## src/rtl/i2s_pkg.sv

```systemverilog
// Shared types and default sizes for the I2S microphone receiver.
package i2s_pkg;

  localparam int I2S_DATA_W = 24;
  localparam int I2S_SLOT_W = 32;

  typedef enum logic [1:0] {
    HUNT  = 2'd0,
    LEFT  = 2'd1,
    RIGHT = 2'd2
  } i2s_state_t;

  typedef struct packed {
    logic [I2S_DATA_W-1:0] left;
    logic [I2S_DATA_W-1:0] right;
  } stereo_pair_t;

endpackage

```

## src/rtl/sync_fifo.sv

```systemverilog
// Show-ahead synchronous FIFO; pointers carry an extra wrap bit to tell full from empty.
module sync_fifo #(
  parameter int WIDTH = 48,
  parameter int DEPTH = 4
) (
  input  logic             clk,
  input  logic             reset,
  input  logic             wr_en,
  input  logic [WIDTH-1:0] wr_data,
  input  logic             rd_en,
  output logic [WIDTH-1:0] rd_data,
  output logic             full,
  output logic             empty
);
  localparam int AW = $clog2(DEPTH);

  logic [AW:0]      wr_ptr_q, rd_ptr_q;
  logic [WIDTH-1:0] mem_q [DEPTH];
  logic             do_wr, do_rd;

  assign empty = (wr_ptr_q == rd_ptr_q);
  assign full  = (wr_ptr_q[AW] != rd_ptr_q[AW]) && (wr_ptr_q[AW-1:0] == rd_ptr_q[AW-1:0]);
  assign do_rd = rd_en && !empty;
  // A write into a full FIFO succeeds when the same cycle frees a slot.
  assign do_wr = wr_en && (!full || do_rd);
  assign rd_data = empty ? '0 : mem_q[rd_ptr_q[AW-1:0]];

  always_ff @(posedge clk) begin
    if (reset) begin
      wr_ptr_q <= '0;
      rd_ptr_q <= '0;
    end else begin
      if (do_wr) wr_ptr_q <= wr_ptr_q + 1'b1;
      if (do_rd) rd_ptr_q <= rd_ptr_q + 1'b1;
    end
  end

  always_ff @(posedge clk) begin
    if (do_wr) mem_q[wr_ptr_q[AW-1:0]] <= wr_data;
  end

endmodule

```

## src/rtl/i2s_mic_rx.sv

```systemverilog
// I2S stereo microphone receiver: oversampled pins, word deserialiser, pair FIFO.
module i2s_mic_rx
  import i2s_pkg::*;
#(
  parameter int DATA_W     = I2S_DATA_W,
  parameter int SLOT_W     = I2S_SLOT_W,
  parameter int FIFO_DEPTH = 4
) (
  input  logic              clk,
  input  logic              reset,
  input  logic              enable,
  input  logic              sck,
  input  logic              ws,
  input  logic              sd,
  output logic [DATA_W-1:0] left_data,
  output logic [DATA_W-1:0] right_data,
  output logic              out_valid,
  input  logic              out_ready,
  output logic              overrun,
  input  logic              ovr_clear,
  output logic              frame_err,
  output i2s_state_t        dbg_state
);
  localparam int CW = $clog2(SLOT_W + 1);
  localparam logic [CW-1:0] DATA_CNT = CW'(DATA_W);
  localparam logic [CW-1:0] SLOT_CNT = CW'(SLOT_W);

  logic sck_s1_q, sck_s2_q, sck_prev_q;
  logic ws_s1_q, ws_s2_q, sd_s1_q, sd_s2_q;

  i2s_state_t          state_q, state_d;
  logic                ws_last_q, ws_last_d;
  logic [CW-1:0]       cnt_q, cnt_d;
  logic                bad_q, bad_d;
  logic [DATA_W-1:0]   left_sr_q, left_sr_d, right_sr_q, right_sr_d;
  logic                push_q, push_d;
  logic [2*DATA_W-1:0] pair_q, pair_d;
  logic                frame_err_q, frame_err_d;
  logic                overrun_q, overrun_d;

  logic                sck_rise, delay_slot, short_word;
  logic                fifo_full, fifo_empty;
  logic [2*DATA_W-1:0] head;

  assign sck_rise   = sck_s2_q && !sck_prev_q;
  assign delay_slot = (ws_s2_q != ws_last_q);
  assign short_word = (cnt_q < DATA_CNT);

  always_comb begin
    state_d     = state_q;
    ws_last_d   = ws_last_q;
    cnt_d       = cnt_q;
    bad_d       = bad_q;
    left_sr_d   = left_sr_q;
    right_sr_d  = right_sr_q;
    push_d      = 1'b0;
    pair_d      = pair_q;
    frame_err_d = 1'b0;
    if (sck_rise) begin
      ws_last_d = ws_s2_q;
      if (delay_slot) begin
        // The bit in a delay slot belongs to the previous word and is dropped.
        cnt_d = '0;
        case (state_q)
          HUNT: if (!ws_s2_q) begin
            state_d = LEFT;
            bad_d   = 1'b0;
          end
          LEFT: if (ws_s2_q) begin
            state_d = RIGHT;
            if (short_word) begin
              frame_err_d = 1'b1;
              bad_d       = 1'b1;
            end
          end
          RIGHT: if (!ws_s2_q) begin
            state_d = LEFT;
            bad_d   = 1'b0;
            if (short_word) begin
              frame_err_d = 1'b1;
            end else if (!bad_q) begin
              push_d = 1'b1;
              pair_d = {left_sr_q, right_sr_q};
            end
          end
          default: state_d = HUNT;
        endcase
      end else begin
        if (short_word && state_q == LEFT)  left_sr_d  = {left_sr_q[DATA_W-2:0], sd_s2_q};
        if (short_word && state_q == RIGHT) right_sr_d = {right_sr_q[DATA_W-2:0], sd_s2_q};
        if (cnt_q != SLOT_CNT) cnt_d = cnt_q + 1'b1;
      end
    end
    // ws_last keeps tracking while disabled so re-enabling aligns on the next left word.
    if (!enable) begin
      state_d     = HUNT;
      cnt_d       = '0;
      bad_d       = 1'b0;
      left_sr_d   = '0;
      right_sr_d  = '0;
      push_d      = 1'b0;
      frame_err_d = 1'b0;
    end
  end

  // Overrun only when a push meets a full FIFO that is not popped in the same cycle.
  always_comb begin
    overrun_d = overrun_q;
    if (ovr_clear) overrun_d = 1'b0;
    if (push_q && fifo_full && !out_ready) overrun_d = 1'b1;
  end

  always_ff @(posedge clk) begin
    if (reset) begin
      sck_s1_q    <= 1'b0;
      sck_s2_q    <= 1'b0;
      sck_prev_q  <= 1'b0;
      ws_s1_q     <= 1'b0;
      ws_s2_q     <= 1'b0;
      sd_s1_q     <= 1'b0;
      sd_s2_q     <= 1'b0;
      state_q     <= HUNT;
      ws_last_q   <= 1'b0;
      cnt_q       <= '0;
      bad_q       <= 1'b0;
      left_sr_q   <= '0;
      right_sr_q  <= '0;
      push_q      <= 1'b0;
      pair_q      <= '0;
      frame_err_q <= 1'b0;
      overrun_q   <= 1'b0;
    end else begin
      sck_s1_q    <= sck;
      sck_s2_q    <= sck_s1_q;
      sck_prev_q  <= sck_s2_q;
      ws_s1_q     <= ws;
      ws_s2_q     <= ws_s1_q;
      sd_s1_q     <= sd;
      sd_s2_q     <= sd_s1_q;
      state_q     <= state_d;
      ws_last_q   <= ws_last_d;
      cnt_q       <= cnt_d;
      bad_q       <= bad_d;
      left_sr_q   <= left_sr_d;
      right_sr_q  <= right_sr_d;
      push_q      <= push_d;
      pair_q      <= pair_d;
      frame_err_q <= frame_err_d;
      overrun_q   <= overrun_d;
    end
  end

  sync_fifo #(
    .WIDTH (2 * DATA_W),
    .DEPTH (FIFO_DEPTH)
  ) u_fifo (
    .clk     (clk),
    .reset   (reset),
    .wr_en   (push_q),
    .wr_data (pair_q),
    .rd_en   (out_ready),
    .rd_data (head),
    .full    (fifo_full),
    .empty   (fifo_empty)
  );

  assign left_data  = head[2*DATA_W-1:DATA_W];
  assign right_data = head[DATA_W-1:0];
  assign out_valid  = !fifo_empty;
  assign overrun    = overrun_q;
  assign frame_err  = frame_err_q;
  assign dbg_state  = state_q;

endmodule

```

## config.mk

```make
export PLATFORM = sky130hd
export DESIGN_NAME = i2s_mic_rx
export DESIGN_NICKNAME = d
export VERILOG_FILES = /design/src/rtl/i2s_pkg.sv /design/src/rtl/sync_fifo.sv /design/src/rtl/i2s_mic_rx.sv
export SDC_FILE = /design/constraint.sdc
export NUM_CORES = 1
export LEC_CHECK = 0
export ABC_AREA = 1
export CAP_MARGIN = 20
export CORE_MARGIN = 1
export CORE_UTILIZATION = 57
export DETAILED_ROUTE_END_ITERATION = 10
export PLACE_DENSITY = 0.78
export SLEW_MARGIN = 10
export SYNTH_ARGS = -nofsm -noshare
export SYNTH_HDL_FRONTEND = slang
export SYNTH_SLANG_ARGS = --single-unit
```

## constraint.sdc

```tcl
create_clock -name clk -period 4.1 [get_ports clk]
set_clock_uncertainty 0.15 [all_clocks]
set_input_delay 0.41 -clock clk [delete_from_list [all_inputs] [get_ports clk]]
set_output_delay 0.41 -clock clk [all_outputs]
set_load 0.02 [all_outputs]
```

Yosys cells after proc, flatten, opt, wreduce, memory -nomap -nowiden
Memories as Yosys holds them, arrays and structs flattened. A register that Yosys moved wholly into a read port is not among the register bits.
Cells that the tools add are included.
{ "word_totals": {"mem_count": 1, "inputBits": 8, "ram_bits": 192, "word_cells": 89, "output_inout_bits": 53, "regBits": 122} }
{ "op_classes": {"n_eq_ne": 10, "add_sub_neg": 3, "n_bitwise": 7, "n_mux": 21, "n_reduce_logical": 27, "magnitude_cmp": 1} }
{ "mem_list": {"columns": ["memory", "depth", "word_bits", "read_ports", "rd_ports_with_merged_regs", "write_ports", "line_no", "rtl"], "rows": [
  ["u_fifo.mem_q", 4, 48, 1, 1, 1, "sync_fifo.sv:18", "logic [WIDTH-1:0] mem_q [DEPTH];"]
]} }
{ "op_table": {"columns": ["operator", "count"], "rows": [
  ["$mux 48", 1],
  ["$mux 6", 2],
  ["$reduce_and 6->1", 2],
  ["$mux 1", 11],
  ["$logic_and 1x1->1", 8],
  ["$mux 2", 4],
  ["$not 1->1", 7],
  ["$reduce_or 7->1", 1],
  ["$add 3x1->3 const B", 2],
  ["$add 6x1->6 const B", 1],
  ["$lt 6x5->1 const B", 1],
  ["$ne 2x2->1 const B", 3],
  ["$ne 6x6->1 const B", 1],
  ["$reduce_and 3->1", 2],
  ["$reduce_bool 2->1", 3],
  ["$logic_not 1->1", 4],
  ["$pmux 1 s2", 2],
  ["$pmux 2 s2", 1],
  ["$reduce_and 4->1", 1],
  ["$reduce_or 2->1", 2],
  ["$reduce_or 4->1", 1],
  ["$eq 3x3->1", 1],
  ["$eq 2x1->1 const B", 1],
  ["$eq 2x2->1", 1],
  ["other kinds (5)", 6]
]} }

Depth between registers and ports, before layout
{ "depth": {"word_depth": 7, "ltp_mapped": 9, "ltp_nobuf": 9} }

By module
A second synthesis with hierarchy kept.
{ "unflattened": {"hier_cells": 1157, "hier_area_um2": 12403.1} }
{ "by_module_without_submodules": {"columns": ["mod", "instances", "cells_per_inst", "area_per_inst_um2", "seq_area_each_um2"], "rows": [
  ["sync_fifo", 1, 583, 8045.2, 5925.7],
  ["i2s_mic_rx", 1, 574, 4357.9, 2322.2]
]} }

Worst setup path before layout
No wires, ideal clock.
{ "synth_path": {"kind": "flip-flop to flip-flop", "from": "register u_fifo.wr_ptr_q[0]", "to": "memory u_fifo.mem_q[0][0], enable pin", "arrival_ns": 2.854, "path_slack_ns": 0.642, "period_less_slack_ns": 3.458, "required_ns": 3.496, "stages_incl_launch_ff": 8, "path_buffers": 0, "setup_time_ns": 0.454, "path_cell_list": "dfxtp_1 inv_1 nand2_1 nand2_1 nor2_1 nand2_1 nand2_1 nor2_1"} }
{ "synth_via": {"elab_chain_len": 7, "word_cells_on_any_way": 10, "classes_between": "2 x eq/ne; 2 x mux; 6 x reduce/logical"} }
{ "synth_lines": {"columns": ["item", "line_no", "rtl"], "rows": [
  ["from (decl)", "sync_fifo.sv:17", "logic [AW:0] wr_ptr_q, rd_ptr_q;"],
  ["from (signal assigned)", "sync_fifo.sv:33", "if (do_wr) wr_ptr_q <= wr_ptr_q + 1'b1;"],
  ["$eq 3x3->1 / $eq 2x2->1 (equally long branches)", "sync_fifo.sv:21, sync_fifo.sv:22", null],
  ["$logic_not 1->1 / $logic_and 1x1->1 (equally long branches)", "sync_fifo.sv:23, sync_fifo.sv:22", null],
  ["$logic_and 1x1->1 / $logic_not 1->1 (equally long branches)", "sync_fifo.sv:23, sync_fifo.sv:25", null],
  ["$logic_or 1x1->1", "sync_fifo.sv:25", "assign do_wr = wr_en && (!full || do_rd);"],
  ["$logic_and 1x1->1", "sync_fifo.sv:25", null],
  ["$mux 1", "sync_fifo.sv:39", "if (do_wr) mem_q[wr_ptr_q[AW-1:0]] <= wr_data;"],
  ["$mux 1 (implied by the code)", "sync_fifo.sv:39", null],
  ["to (decl)", "sync_fifo.sv:18", null]
]} }
Parallel ways exist; a longest one is shown, timed or not.

==> impl_metrics.toml <==
[outcome]
status = "completed"

[sta]
period_minus_slack_ps = 3600
worst_slew_pin_slew_ps = 894
rsz0062_at_grt = "false"
setup_slack_ps = 496
period_share = 0.879
setup_violations = 0
slew_viol_final = 0
hold_viol = 0
setup_tns_ps = 0
fmax_ghz = 0.277
max-slew-margin-rel = 0.404

[worst_setup_path]
slowest_delay_ps = 660
path_class = "reg2out"
r2r_end = "u_fifo.mem_q[1][30]"
cp.arrival_ps = 3040
worstSetupStartpointType = "register"
path_depth = 6
crit_end = "right_data[0]"
slowest_stage = "o32ai_1"
cp.required_ps = 3540
worstPathCellList = "buf_4 > nor2_1 > o32ai_1 > nand2_1 > inv_1 > clkdlybuf4s50_1"
rr_startpoint = "u_fifo.wr_ptr_q[0]"
crit_buf_inv = 3
reg2reg_slack_ps = 1560
path_max_fanout = 66
end_kind = "primary output"
cpLargestDelayFamily = "buffers and inverters"
rr_worst_depth = 8

[yosys]
synth_top_area_frac = 0.469
yosys.cell_types.count = 28
ys_warn_count = 0
synth.most_common_cell = "edfxtp_1"
synth_nets = 1192
synthTopCellsByCount = "edfxtp_1 (192), nor2_1 (187), nand2_1 (147)"
syn_inst = 1173
synth_top_area_cell = "edfxtp_1"
synth_edf_count = 192
synthArstFlopShare = 0
ys_ff_latch = 316
syn_avg_cell_area_sq_um = 10.5
syn-cell-area_sq_um = 12300
synth_flop_cell = "edfxtp_1"
ys_seq_area_frac = 0.672
ys_top_cells_by_area = "edfxtp_1 (47%), dfxtp_1 (20%), nor2_1 (5.7%)"

[cts]
cts_buffer_depth = 3
post-cts-setup-buffers = 0
path_clk_slew_ps = 60
htreeDepth = 1
clock_sinks = 316
cts_tree = "done"
cts_root_buf = "clkbuf_16"
cts_made_buffers = 31
cts_resized = 0
holdBufCountCts = 0
clkLatencyLatePin_ps = 550

[power_and_ir_drop]
pwr-share-comb = 0.009
power_switching_mw = 1.21
swShare = 0.187
leakagePower_nw = 5.17
p_per_area_nw_per_um2 = 456
vdd_drop_max_mv = 0.394
internal_power_mw = 5.27
clockPowerShare = 0.476
seqPwrFrac = 0.515

[detailed_routing]
vias = 8411
drc = 0
drt_iter0_markers = 658
ant_nets = 0
drt_pre_antenna_iters = 5
routed_wl_microns = 24700
vias_per_cell = 5.57
routed_wire_length_per_instance_microns = 16.3

[place]
place_area_sq_um = 13100
dp.cells = 1453
dp_slack_ps = 1090
dp_hpwl_microns = 13700
io_buffers = 60
gp_congestion = 0.777

[layout]
diodes = 0
syn_to_final_growth_pct = 15.7
final_cell_area_sq_um = 14200
fin_cells = 1510
final_util = 0.674
final_layout_size_suffix_gt1_frac = 0.0729
nNetsFinal = 1230

[floorplanning]
die_y_microns = 149
start_util = 0.582
ios = 61
fp.coreArea_sq_um = 21100
fp.dieW_microns = 149
die-area_sq_um = 22100
rows = 53

[grt]
grt_pass1_wl_microns = 39700
grt_max_degree = 97
grt_remaining_overflow = 0
grt_usage = 0.227
antenna_found_initial = 0
grt_pass1_vias = 8008

[run]
max_cap_violations = 0

[worst_hold_path]
hp-class = "in2reg"
-- power by group through the flow --
stage          sequential [mW]  clock [mW]  combinational, mW
6_report                  3.34        3.08             0.0595
5_1_grt                   3.34        3.24             0.0663
4_1_cts                   3.34        3.11             0.0597
3_5_place_dp              3.41           0             0.0593
3_3_place_gp              3.41           0             0.0581
2_1_floorplan             3.41           0             0.0404
-- routing by layer --
layer	global-route usage	part of all wire	wire length, microns
met1	0.305	0.43	10500
met2	0.386	0.50	12300
met3	0.0324	0.063	1570
met4	0.0648	0.012	299
met5	0	0	0
-- worst register-to-register path, delay by kind of cell, from the launching register on --
kind / cells / cell delay [ps]
buf+inv: 2 / 530
flops: 1 / 350
simple gates: 6 / 1200
-- flip-flops by register name, summed over array words and instances (netlist names), 2 cells and up, named ones only --
name / flops
dbg_state: 2
u_fifo.rd_ptr_q: 3
left_sr_q: 24
cnt_q: 6
u_fifo.mem_q: 192
right_sr_q: 24
pair_q: 48
u_fifo.wr_ptr_q: 3
-- kinds of logic (layout without fill, tap and decap cells) --
family | after synthesis | count (layout) | synth area share
DFF | 316 | 316 | 0.672
adders and majority gates | 11 | 11 | 0.0112
buffers and inverters | 180 | 242 | 0.0600
AOI/OAI and AO/OA | 258 | 258 | 0.120
xor gates and xnor gates | 5 | 5 | 0.00418
and+or+nand+nor | 403 | 403 | 0.133
-- how the worst min path moves through the flow --
stage / start / end / slack (ps) / cells after the start
after CTS: reset / ws_last_q / 20 / 4
after global routing: reset / ws_last_q / 70 / 4
after global placement: ws_s1_q / ws_s2_q / 240 / 2
after floorplan: sck_s1_q / sck_s2_q / 240 / 2
final: reset / ws_last_q / 30 / 4
after detailed placement: ws_s1_q / ws_s2_q / 250 / 2
-- final cells by class --
| type | count | area [sq um] |
|---|---|---|
| fill | 1486 | 6880 |
| clock inverter | 19 | 287 |
| multi-input combinational | 677 | 3330 |
| timing repair buffer | 76 | 741 |
| tap | 275 | 344 |
| clock buffer | 38 | 852 |
| inverter | 109 | 409 |
| sequential | 316 | 8250 |
-- metrics by stage --
stage	power [mW]	hold slack [ps]
final	6.48	34.8
after global routing	6.65	67.9
after CTS	6.51	23.9
after detailed placement	3.47	248
after global placement	3.46	239
after floorplan	3.45	238
-- cells in the final DEF, fill, tap and decap left out, drive strengths merged --
master | netlist | routed
o21ai | 104 | 104
buf | 35 | 17
clkdlybuf4s50 | 0 | 59
nor3 | 2 | 2
nand3b | 1 | 1
xor2 | 4 | 4
nand2 | 149 | 149
bufinv | 0 | 7
edfxtp | 192 | 192
o32ai | 48 | 48
a21oi | 106 | 106
nand3 | 60 | 60
ha | 11 | 11
nor2 | 190 | 190
clkinv | 1 | 8
clkbuf | 36 | 38
xnor2 | 1 | 1
clkinvlp | 0 | 3
dfxtp | 124 | 124
nand4 | 1 | 1
inv | 108 | 110
Power figures use the tool's default switching activity.
